==> config.mk <==
export PLATFORM = sky130hd
export DESIGN_NAME = mux_arbiter
export DESIGN_NICKNAME = d
export VERILOG_FILES = /design/src/rtl/mux_arbiter.sv
export SDC_FILE = /design/constraint.sdc
export NUM_CORES = 1
export LEC_CHECK = 0
export CAP_MARGIN = 20
export CORE_AREA = 2 2 39 41
export CTS_BUF_LIST = sky130_fd_sc_hd__clkbuf_4 sky130_fd_sc_hd__clkbuf_8
export DETAILED_ROUTE_END_ITERATION = 12
export DIE_AREA = 0 0 41 43
export PLACE_DENSITY = 0.85
export SYNTH_ARGS = -nofsm -noshare
export SYNTH_HDL_FRONTEND = slang
export SYNTH_SLANG_ARGS = --single-unit
==> constraint.sdc <==
create_clock -name clk -period 2.59 [get_ports clk]
set_clock_uncertainty 0.2 [all_clocks]
set_input_delay 0.6475 -clock clk [delete_from_list [all_inputs] [get_ports clk]]
set_output_delay 0.6475 -clock clk [all_outputs]
set_load 0.05 [all_outputs]
==> src/rtl/mux_arbiter.sv <==
// rtl/mux_arbiter.sv - round-robin two-lane arbiter with burst length and registered output stage
// Optional per-lane grant counters: define MUX_ARBITER_STATS_EN.
module mux_arbiter #(
    parameter int WIDTH = 4,
    parameter int BURST = 1
) (
    input  logic             clk,
    input  logic             reset,
    input  logic             valid_0,
    input  logic [WIDTH-1:0] data_0,
    output logic             ready_0,
    input  logic             valid_1,
    input  logic [WIDTH-1:0] data_1,
    output logic             ready_1,
    output logic [WIDTH-1:0] data_out,
    output logic             valid_out,
    input  logic             ready_out,
    output logic             lane_out
`ifdef MUX_ARBITER_STATS_EN
    ,
    output logic [7:0]       grant_cnt_0,
    output logic [7:0]       grant_cnt_1
`endif
);

    typedef enum logic {EMPTY = 1'b0, FULL = 1'b1} state_t;

    localparam logic [4:0] BURST_V = 5'(BURST);

    state_t     state;
    logic       ptr;
    logic [3:0] cnt;
    logic       grant_0;
    logic       grant_1;
    logic       can_load;
    logic       xfer;
    logic       g;
    logic [4:0] cnt_inc;

    // Preferred lane wins when valid; otherwise the other lane takes the slot.
    always_comb begin
        grant_0 = 1'b0;
        grant_1 = 1'b0;
        if (!ptr) begin
            if (valid_0)      grant_0 = 1'b1;
            else if (valid_1) grant_1 = 1'b1;
        end else begin
            if (valid_1)      grant_1 = 1'b1;
            else if (valid_0) grant_0 = 1'b1;
        end
    end

    assign can_load  = (state == EMPTY) || ready_out;
    assign ready_0   = can_load & grant_0 & ~reset;
    assign ready_1   = can_load & grant_1 & ~reset;
    assign xfer      = ready_0 | ready_1;
    assign g         = ready_1;
    assign cnt_inc   = {1'b0, cnt} + 5'd1;
    assign valid_out = (state == FULL);

    always_ff @(posedge clk) begin
        if (reset) begin
            state    <= EMPTY;
            data_out <= '0;
            lane_out <= 1'b0;
            ptr      <= 1'b0;
            cnt      <= 4'd0;
        end else if (xfer) begin
            state    <= FULL;
            data_out <= g ? data_1 : data_0;
            lane_out <= g;
            if (g == ptr) begin
                if (cnt_inc == BURST_V) begin
                    ptr <= ~ptr;
                    cnt <= 4'd0;
                end else begin
                    cnt <= cnt_inc[3:0];
                end
            end else begin
                cnt <= 4'd0;
            end
        end else if (state == FULL && ready_out) begin
            state <= EMPTY;
        end
    end

`ifdef MUX_ARBITER_STATS_EN
    always_ff @(posedge clk) begin
        if (reset) begin
            grant_cnt_0 <= 8'd0;
            grant_cnt_1 <= 8'd0;
        end else begin
            if (ready_0) grant_cnt_0 <= grant_cnt_0 + 8'd1;
            if (ready_1) grant_cnt_1 <= grant_cnt_1 + 8'd1;
        end
    end
`endif

endmodule

==> results.py <==
metrics = {
    "clocking": {
        "cts-hold-fix-buffers": 0,
        "root_buffer": "clkbuf_4",
        "clkTransAtPathRegs_ps": 70,
        "clk_path_buf_depth": 2,
        "cts_resized": 0,
        "post_cts_buffers": 0,
        "cts_num_sinks": 11,
        "htree_levels": 1,
        "clock_latency_ps": 260,
        "cts_tree": "done",
        "cts_made_buffers": 3,
    },
    "die": {
        "ios": 21,
        "rows": 14,
        "chipHeight_um": 43,
        "die_width_um": 41,
        "die_area_um2": 1760,
        "start_util_pct": 42.1,
        "core_um2": 1380,
    },
    "routing": {
        "met3_length_um": 62,
        "first_pass_iters": 4,
        "drt_iter0_markers": 6,
        "wirelength_mm": 1.36,
        "postRouteAntennaNets": 0,
        "via_per_inst": 5.27,
        "drc_errors": 0,
        "vias": 585,
        "top_layer": "met4",
        "wl_met2_um": 695,
        "drt-met1-wl_um": 582,
        "routedWlPerCell_um": 12.2,
    },
    "yosys": {
        "ys_seq_area_share_pct": 37.8,
        "yosys-top-cells-count": "dfxtp_1, nor2_1, nand2_1",
        "synth_area_um2": 583,
        "yosysTopAreaCell": "dfxtp_1",
        "synth.area.top_cells": "dfxtp_1, mux2i_1, nor2_1",
        "synth_ff_type": "dfxtp_1",
        "yosys_warnings": 0,
        "syn_nets": 84,
        "synth_top_area_share_pct": 37.8,
        "ys_types": 28,
        "synth_cells": 69,
        "avgSynthCellArea_um2": 8.45,
        "synth_most_common_cell": "dfxtp_1",
        "synth_edf_count": 0,
        "ys_async_sr_fraction_pct": 0,
        "ys_ff_latch": 11,
    },
    "cells_and_area": {
        "nFillCells": 114,
        "drive_above_1_share_pct": 14.7,
        "antenna_cells": 0,
        "finalNetCount": 111,
        "final_area_um2": 880,
        "syn2layout_area_growth_pct": 50.9,
    },
    "min_path": {
        "min_path_type": "reg2reg",
    },
    "setup_path": {
        "critPathMaxStageDelay_ps": 490,
        "cp.buffers_inverters": 2,
        "cp.required_ps": 1740,
        "crit_fanout": 2,
        "critPathTopFamily": "buffers and inverters",
        "critical_path.slowest_cell": "clkdlybuf4s50_1",
        "crit_arrival_ps": 1680,
        "path_cells": "clkdlybuf4s50_1 > nand2b_2 > and4b_1 > buf_12",
        "endpoint_kind": "output pin",
        "start_kind": "input port",
        "crit_type": "in2out",
    },
    "run": {
        "drv_cap": 0,
    },
    "place": {
        "portBuffers": 20,
        "dpl_cell_area_um2": 850,
        "dp.final_hpwl_mm": 1.05,
        "place_congestion": 0.780,
    },
    "sta": {
        "max_freq_mhz": 395,
        "setup_violations": 0,
        "slew_headroom_pct": 66.3,
        "slew_violations": 0,
        "fin_tns_setup_ps": 0,
        "rsz0062_at_grt": "false",
        "fin_crit_sh_pct": 97.6,
        "finalHoldViolCount": 0,
        "worst_pin_slew_ps": 503,
        "period_needed_ps": 2530,
    },
    "power": {
        "vdd_drop_max_uv": 271,
        "power_density_nw_per_um2": 492,
        "p_leak_uw": 0.000360,
    },
    "grt": {
        "track_usage_pct": 18.1,
        "grt_max_degree": 13,
        "grt_overflow": 0,
        "antenna_found_initial": 0,
        "grt_pass1_vias": 564,
        "grt_pass1_wl_mm": 2.18,
    },
    "run_status": {
        "status": "completed",
    },
}
## placed cells by master, fill, tap and decap left out, types with 2 or more instances in the layout
cell / netlist / routed
clkdlybuf4s50_1: 0 / 18
dfxtp_1: 11 / 11
nor2_1: 10 / 10
nand2_1: 5 / 5
buf_4: 1 / 5
mux2i_1: 4 / 4
a211oi_1: 4 / 4
clkbuf_4: 0 / 4
nor2b_1: 3 / 3
a21oi_1: 3 / 3
nand3_1: 3 / 3
nand2b_1: 2 / 2
inv_1: 2 / 2
nor3_1: 3 / 2
o21ai_0: 2 / 2
ha_1: 2 / 2
buf_12: 0 / 2
## worst reg2reg max path, cell delays in order (launching register included)
cell     delay, ps
dfxtp_1        420
ha_1           240
and2_1         140
a21oi_1        100
or4b_1         480
a21oi_1        140
## final timing paths
path         cells after the start           to         from  slack (ps)
max                              4      ready_1    ready_out          60
min                              2  data_out[3]  data_out[3]         310
max reg2reg                      5          ptr       cnt[0]         810
min reg2reg                      2  data_out[3]  data_out[3]         310
## routing by layer
metal,up-vias,GRT usage (%)
met5,-,0
met4,0,10.0
met3,2,4.19
met2,13,28.7
met1,274,21.0
li1,296,-
## where the power goes
part / total (uW) / internal (uW) / switching [uW] / leakage (uW)
sequential: 184 / 178 / 5.97 / 0.0000903
combinational: 121 / 55.9 / 65.4 / 0.000251
clock: 128 / 70.0 / 58.0 / 0.0000184
total: 433 / 304 / 129 / 0.000360
## through the flow
step                cells  utilization (%)  hold slack, ps  setup WS [ps]  total power, uW
floorplan              69                -             283            217              254
global placement      107             61.4             289           79.8              306
detailed placement    107             61.4             296           75.1              308
CTS                   111             63.6             311           62.2              433
global route          111             63.6             326          0.991              449
finish                111             63.6             314           61.5              433
## registers in the layout, summed over array words and instances, names as in the netlist
name,flops
ptr,1
lane_out,1
data_out,4
cnt,4
valid_out,1
## cells by family after synthesis
family	synth area share (%)
AO/OA/AOI/OAI	16.3
adder cells (fa/ha/maj)	4.29
buffers and inverters	4.08
flip-flops	37.8
multiplexers	8.80
AND/OR/NAND/NOR	28.8
## area by class of cell
cell class                 count  area (um2)  share of cell area, %
clock buffer                   4        30.0                   3.41
inverter                       2        7.51                  0.853
multi-input combinational     53         344                   39.1
sequential                    11         220                   25.0
tap                           16        20.0                   2.28
timing repair buffer          25         258                   29.3
No activity file was read; power rests on OpenSTA's default activity.
